## src/rtl/mem_burst_pkg.sv

```systemverilog
// Shared types and constants for the memory burst reader and its output FIFO.
package mem_burst_pkg;

  localparam int unsigned FIFO_DEPTH = 2;
  localparam int unsigned OCC_W      = $clog2(FIFO_DEPTH + 1);

  typedef enum logic [1:0] {
    ST_IDLE,
    ST_FETCH,
    ST_DRAIN,
    ST_FINISH
  } state_e;

endpackage

```

## src/rtl/mem_burst_fifo2.sv

```systemverilog
// Two-entry synchronous FIFO. Flush has priority over push/pop.
module mem_burst_fifo2
  import mem_burst_pkg::*;
#(
  parameter int unsigned DATA_W = 32
) (
  input  logic              clk,
  input  logic              rst_n,
  input  logic              push_i,
  input  logic              pop_i,
  input  logic              flush_i,
  input  logic [DATA_W-1:0] wdata_i,
  output logic              full_o,
  output logic              empty_o,
  output logic [OCC_W-1:0]  occupancy_o,
  output logic [DATA_W-1:0] head_o
);

  logic [DATA_W-1:0] mem_q [FIFO_DEPTH];
  logic              wr_ptr_q;
  logic              rd_ptr_q;
  logic [OCC_W-1:0]  count_q;
  logic              do_push;
  logic              do_pop;

  assign do_pop  = pop_i & (count_q != '0);
  // A push into a full FIFO is only accepted when the head leaves in the same cycle.
  assign do_push = push_i & ((count_q != OCC_W'(FIFO_DEPTH)) | do_pop);

  always_ff @(posedge clk or negedge rst_n) begin
    if (!rst_n) begin
      mem_q[0] <= '0;
      mem_q[1] <= '0;
      wr_ptr_q <= 1'b0;
      rd_ptr_q <= 1'b0;
      count_q  <= '0;
    end else if (flush_i) begin
      wr_ptr_q <= 1'b0;
      rd_ptr_q <= 1'b0;
      count_q  <= '0;
    end else begin
      if (do_push) begin
        mem_q[wr_ptr_q] <= wdata_i;
        wr_ptr_q        <= ~wr_ptr_q;
      end
      if (do_pop) begin
        rd_ptr_q <= ~rd_ptr_q;
      end
      count_q <= count_q + OCC_W'(do_push) - OCC_W'(do_pop);
    end
  end

  assign full_o      = (count_q == OCC_W'(FIFO_DEPTH));
  assign empty_o     = (count_q == '0);
  assign occupancy_o = count_q;
  assign head_o      = mem_q[rd_ptr_q];

endmodule

```

## src/rtl/mem_burst_reader.sv

```systemverilog
// Length-bounded burst reader: single-port memory (1-cycle latency) to valid/ready stream.
// Optional MEM_BURST_STRIDE_EN enables the programmable address stride (else stride is 1).
module mem_burst_reader
  import mem_burst_pkg::*;
#(
  parameter int unsigned DATA_W = 32,
  parameter int unsigned ADDR_W = 9,
  parameter int unsigned LEN_W  = 10
) (
  input  logic              clk,
  input  logic              rst_n,
  input  logic              start,
  input  logic              abort,
  input  logic [ADDR_W-1:0] start_addr,
  input  logic [LEN_W-1:0]  len,
  input  logic [ADDR_W-1:0] stride,
  output logic              busy,
  output logic              done,
  output logic              mem_en,
  output logic [ADDR_W-1:0] mem_addr,
  input  logic [DATA_W-1:0] mem_rdata,
  output logic [DATA_W-1:0] data_out,
  output logic              valid,
  input  logic              ready,
  output logic              last
);

  state_e            state_q, state_d;
  logic [ADDR_W-1:0] addr_q, addr_d;
  logic [LEN_W-1:0]  remaining_q, remaining_d;
  logic [LEN_W-1:0]  beats_left_q, beats_left_d;
  logic              inflight_q;
  logic              busy_q;
  logic              done_q;

  logic              mem_en_c;
  logic              pop_c;
  logic              space_ok_c;
  logic              abort_hit_c;
  logic              flush_c;
  logic              push_c;
  logic [ADDR_W-1:0] step_c;

  logic              fifo_full;
  logic              fifo_empty;
  logic [OCC_W-1:0]  fifo_occ;
  logic [DATA_W-1:0] fifo_head;

`ifdef MEM_BURST_STRIDE_EN
  logic [ADDR_W-1:0] stride_q;

  always_ff @(posedge clk or negedge rst_n) begin
    if (!rst_n) begin
      stride_q <= '0;
    end else if (start && (state_q == ST_IDLE)) begin
      stride_q <= stride;
    end
  end

  assign step_c = stride_q;
`else
  logic unused_stride;
  assign unused_stride = ^stride;
  assign step_c        = ADDR_W'(1);
`endif

  assign pop_c       = ~fifo_empty & ready;
  assign abort_hit_c = abort & ((state_q == ST_FETCH) | (state_q == ST_DRAIN));
  // Issue only if the word still has a FIFO slot once in-flight data lands.
  assign space_ok_c  = ({1'b0, fifo_occ} + 3'(inflight_q)) < (3'd2 + 3'(pop_c));
  assign mem_en_c    = (state_q == ST_FETCH) & (remaining_q != '0) & ~abort & space_ok_c;
  assign flush_c     = abort_hit_c;
  assign push_c      = inflight_q & ~abort_hit_c;

  // Next-state, address and counter logic
  always_comb begin
    state_d      = state_q;
    addr_d       = addr_q;
    remaining_d  = remaining_q;
    beats_left_d = beats_left_q;

    if (pop_c) begin
      beats_left_d = beats_left_q - LEN_W'(1);
    end

    unique case (state_q)
      ST_IDLE: begin
        if (start) begin
          addr_d       = start_addr;
          remaining_d  = len;
          beats_left_d = len;
          state_d      = (len == '0) ? ST_FINISH : ST_FETCH;
        end
      end
      ST_FETCH: begin
        if (mem_en_c) begin
          addr_d      = addr_q + step_c;
          remaining_d = remaining_q - LEN_W'(1);
          if (remaining_q == LEN_W'(1)) begin
            state_d = ST_DRAIN;
          end
        end
      end
      ST_DRAIN: begin
        if ((beats_left_q == '0) || ((beats_left_q == LEN_W'(1)) && pop_c)) begin
          state_d = ST_FINISH;
        end
      end
      ST_FINISH: begin
        state_d = ST_IDLE;
      end
      default: begin
        state_d = ST_IDLE;
      end
    endcase

    if (abort_hit_c) begin
      state_d      = ST_FINISH;
      remaining_d  = '0;
      beats_left_d = '0;
    end
  end

  always_ff @(posedge clk or negedge rst_n) begin
    if (!rst_n) begin
      state_q      <= ST_IDLE;
      addr_q       <= '0;
      remaining_q  <= '0;
      beats_left_q <= '0;
      inflight_q   <= 1'b0;
      busy_q       <= 1'b0;
      done_q       <= 1'b0;
    end else begin
      state_q      <= state_d;
      addr_q       <= addr_d;
      remaining_q  <= remaining_d;
      beats_left_q <= beats_left_d;
      inflight_q   <= mem_en_c;
      busy_q       <= (state_d == ST_FETCH) | (state_d == ST_DRAIN);
      done_q       <= (state_d == ST_FINISH);
    end
  end

  mem_burst_fifo2 #(
    .DATA_W (DATA_W)
  ) u_fifo (
    .clk         (clk),
    .rst_n       (rst_n),
    .push_i      (push_c),
    .pop_i       (pop_c),
    .flush_i     (flush_c),
    .wdata_i     (mem_rdata),
    .full_o      (fifo_full),
    .empty_o     (fifo_empty),
    .occupancy_o (fifo_occ),
    .head_o      (fifo_head)
  );

  logic unused_full;
  assign unused_full = fifo_full;

  assign busy     = busy_q;
  assign done     = done_q;
  assign mem_en   = mem_en_c;
  assign mem_addr = addr_q;
  assign data_out = fifo_head;
  assign valid    = ~fifo_empty;
  assign last     = ~fifo_empty & (beats_left_q == LEN_W'(1));

endmodule

```

## config.mk

```make
export PLATFORM = sky130hd
export DESIGN_NAME = mem_burst_reader
export DESIGN_NICKNAME = d
export VERILOG_FILES = /design/src/rtl/mem_burst_pkg.sv /design/src/rtl/mem_burst_fifo2.sv /design/src/rtl/mem_burst_reader.sv
export SDC_FILE = /design/constraint.sdc
export NUM_CORES = 1
export LEC_CHECK = 0
export ABC_CLOCK_PERIOD_IN_PS = 2500
export BUFFER_PORTS_ARGS = -buffer_cell sky130_fd_sc_hd__buf_2
export CORE_MARGIN = 4
export CORE_UTILIZATION = 49
export DETAILED_ROUTE_END_ITERATION = 12
export PLACE_DENSITY = 0.72
export SKIP_CTS_REPAIR_TIMING = 1
export SLEW_MARGIN = 5
export SYNTH_ARGS = -nofsm -noshare
export SYNTH_HDL_FRONTEND = slang
export SYNTH_SLANG_ARGS = --single-unit
```

## constraint.sdc

```tcl
create_clock -name clk -period 2.5 [get_ports clk]
set_input_delay 0.125 -clock clk [delete_from_list [all_inputs] [get_ports clk]]
set_output_delay 0.125 -clock clk [all_outputs]
set_load 0.05 [all_outputs]
```

==> qor.csv <==
metric,value,unit
peakVddDrop,0.939,mV
crit_type,flop to primary output,
setup_viol,0,
viasPerCell,5.61,
ctsLongestPathBuffers,2,
antenna_found_initial,0,
synth_top_area_share,49.2,%
core_area,10300,um^2
clock-sinks,102,
place_area,5890,um^2
fp-row-count,37,
wl,11.9,mm
synth-simple-area-share,10.3,%
critical_path.max_fanout,4,
h-tree-depth,3,
vias,3961,
p_int,0.00472,W
p_leak,2.88,nW
swShare,48.5,%
reg2reg_to,remaining_q[4],
finalClockSkew,0.0175,ns
path_clk_slew,0.11,ns
fin_crit_sh,96.5,%
required,2.38,ns
synth_area,5190,um^2
ant_nets,0,
start_util,50.3,%
synthXorXnorAreaFrac,1.69,%
area_growth_syn_to_layout,20.0,%
slowest_stage,or4_4,
async_flop_share,100,%
drc,0,
diodes,0,
gp_congestion,0.923,
grtUsageTotal,19.1,%
power.share.combinational,58.2,%
post-dp-hpwl,8.15,mm
synthAdderAreaFrac,3.13,%
finalMaxSlewViolations,0,
cp.arrival,2.29,ns
use_met1,25.9,%
synthMostInstantiatedCell,dfrtp_1,
worst_slew_pin_slew,0.815,ns
rrSetupSlack,0.12,ns
hp-start,mem_rdata[2],
fmax,414,MHz
synth-compound-area-share,10.6,%
synth_top_area_cell,dfrtp_1,
critPathMaxStageDelay,0.46,ns
io_buffers,101,
slew_headroom,45.0,%
reg2reg_depth,7,
insertion_delay,0.36,ns
grt_pass1_wl,19.9,mm
startpoint,remaining_q[0],
met3_usage,4.15,%
r2r-start,remaining_q[0],
netlist-cell-type-count,54,
fp.dieH,111,um
die_w,111,um
yosys_warnings,0,
synth_area_leaders,"dfrtp_1 49%, mux2_2 21%, ha_1 3.1%",
synthCells,450,
finalInstanceArea,6230,um^2
crit_end,mem_en,
worstPathCellList,"inv_1, ha_4, or3b_2, or4_4, and3_4, buf_6",
grt_max_degree,55,
busiest_layer,met2,
outcome,finished clean,
synth_top_family_by_area,multiplexers,
yosys_register_bits,102,
fin_crit,2.41,ns
wl_per_cell,16.9,um
switchingPower,0.00445,W
hold_class,input port to flop,
grt_overflow_total,0,
ios,111,
cts_buffers,9,
synth_commonest_cells,"102 x dfrtp_1, 96 x mux2_2, 28 x nor2_1, 21 x nand2_1, 21 x o21ai_0",
cts_root_buf,clkbuf_8,
rsz0062_at_grt,false,
dieArea,12300,um^2
gr-usage-met2,31.8,%
drtIter0Drc,207,
drive_gt1_share,43.2,%
grt_pass1_vias,4102,
synth_edf_count,0,
fin_nets,643,
cap_violations,0,
first_pass_iters,5,
synth-seq-area-share,49.2,%
avgSynthCellArea,11.5,um^2
clkPwrFrac,11.1,%
power_frac_seq,30.7,%
cts_tree,done,
end_kind,primary output,
yosys-mux-area-fraction,21.2,%
utilization,60.3,%
hold_viol,0,
synth_ff_type,dfrtp_1,
synth_nets,528,
start_kind,flop,
tns,0,ns
p_per_area,1470,nW/um^2
[per-stage QoR]
step                setup slack (ns)  total power (W)  cells  hold WS (ns)
CTS                          -0.0338          0.00916    695        -0.199
global route                 0.00866          0.00977    706      -0.00346
finish                        0.0871          0.00917    706       0.00211
floorplan                     0.0305          0.00695    450        -0.171
detailed placement            0.0647          0.00813    679         0.203
global placement              0.0983          0.00798    679         0.196
[how the worst min path moves through the flow]
| stage | end | cells after the start | slack, ns |
|---|---|---|---|
| 2_1_floorplan | beats_left_q[0] | 0 | -0.17 |
| 6_report | u_fifo.mem_q[2] | 2 | 0.002 |
| 5_1_grt | u_fifo.mem_q[48] | 2 | -0.003 |
| 3_3_place_gp | mem_addr[5] | 1 | 0.20 |
| 4_1_cts | mem_addr[7] | 1 | -0.20 |
| 3_5_place_dp | mem_addr[5] | 1 | 0.20 |
[registers in the layout (all words and copies together), names as in the netlist]
register,flops
u_fifo.wr_ptr_q,1
mem_addr,9
state_q,2
u_fifo.mem_q,64
done,1
remaining_q,10
u_fifo.occupancy_o,2
busy,1
u_fifo.rd_ptr_q,1
inflight_q,1
beats_left_q,10
[logic make-up (layout without fill, tap and decap cells)]
| family | Yosys count | count (layout) |
|---|---|---|
| buffers and inverters | 39 | 159 |
| and+or+nand+nor | 106 | 106 |
| DFF | 102 | 102 |
| AOI/OAI and AO/OA | 82 | 82 |
| xor gates and xnor gates | 10 | 10 |
| muxes | 98 | 98 |
| adders and majority gates | 13 | 13 |
[layout by cell type (no fill, tap or decap), types with 3 or more instances in the layout]
cell type and n:
o21ai_0 21, a211oi_1 7, buf_12 3, and3_1 3
o311ai_0 3, clkinvlp_4 3, nor2b_1 3, nor4_1 9
mux2_2 96, o31ai_1 5, buf_4 16, xor2_1 3
o2111ai_1 3, clkbuf_8 10, nand2_1 21, nand3_1 11
o211ai_1 5, ha_1 12, inv_1 10, dfrtp_1 102
nor3_1 13, a21oi_1 18, buf_2 99, nor2_1 27
dlygate4sd3_1 11, a31oi_1 4, a311oi_1 5, xnor2_1 7
[cell type report]
type / instances / area, um^2
clock buffer: 10 / 138
clock inverter: 6 / 53.8
fill: 887 / 4100
inverter: 12 / 45.0
multi-input combinational: 309 / 2460
sequential: 102 / 2550
tap: 136 / 170
timing repair buffer: 131 / 808
[power by group through the flow]
stage / combinational, W / clock (W) / sequential, W
after floorplan: 0.00395 / 0 / 0.00301
after global placement: 0.00519 / 0 / 0.00279
after detailed placement: 0.00529 / 0 / 0.00285
after CTS: 0.00530 / 0.00105 / 0.00281
after global routing: 0.00575 / 0.00111 / 0.00291
final: 0.00534 / 0.00102 / 0.00281
[worst max-delay path, delay by kind of cell (launching register included)]
kind                     cells  cell delay [ns]
AND/OR/NAND/NOR              3             1.13
adder cells (fa/ha/maj)      1             0.15
flip-flops                   1             0.39
buffers and inverters        2             0.27
[layer usage]
| metal | wire length (um) | share of wire, % |
|---|---|---|
| met1 | 5330 | 45 |
| met2 | 5980 | 50 |
| met3 | 517 | 4.3 |
| met4 | 114 | 0.96 |
| met5 | 0 | 0 |
Note: power is estimated with default switching activity, not from simulation.
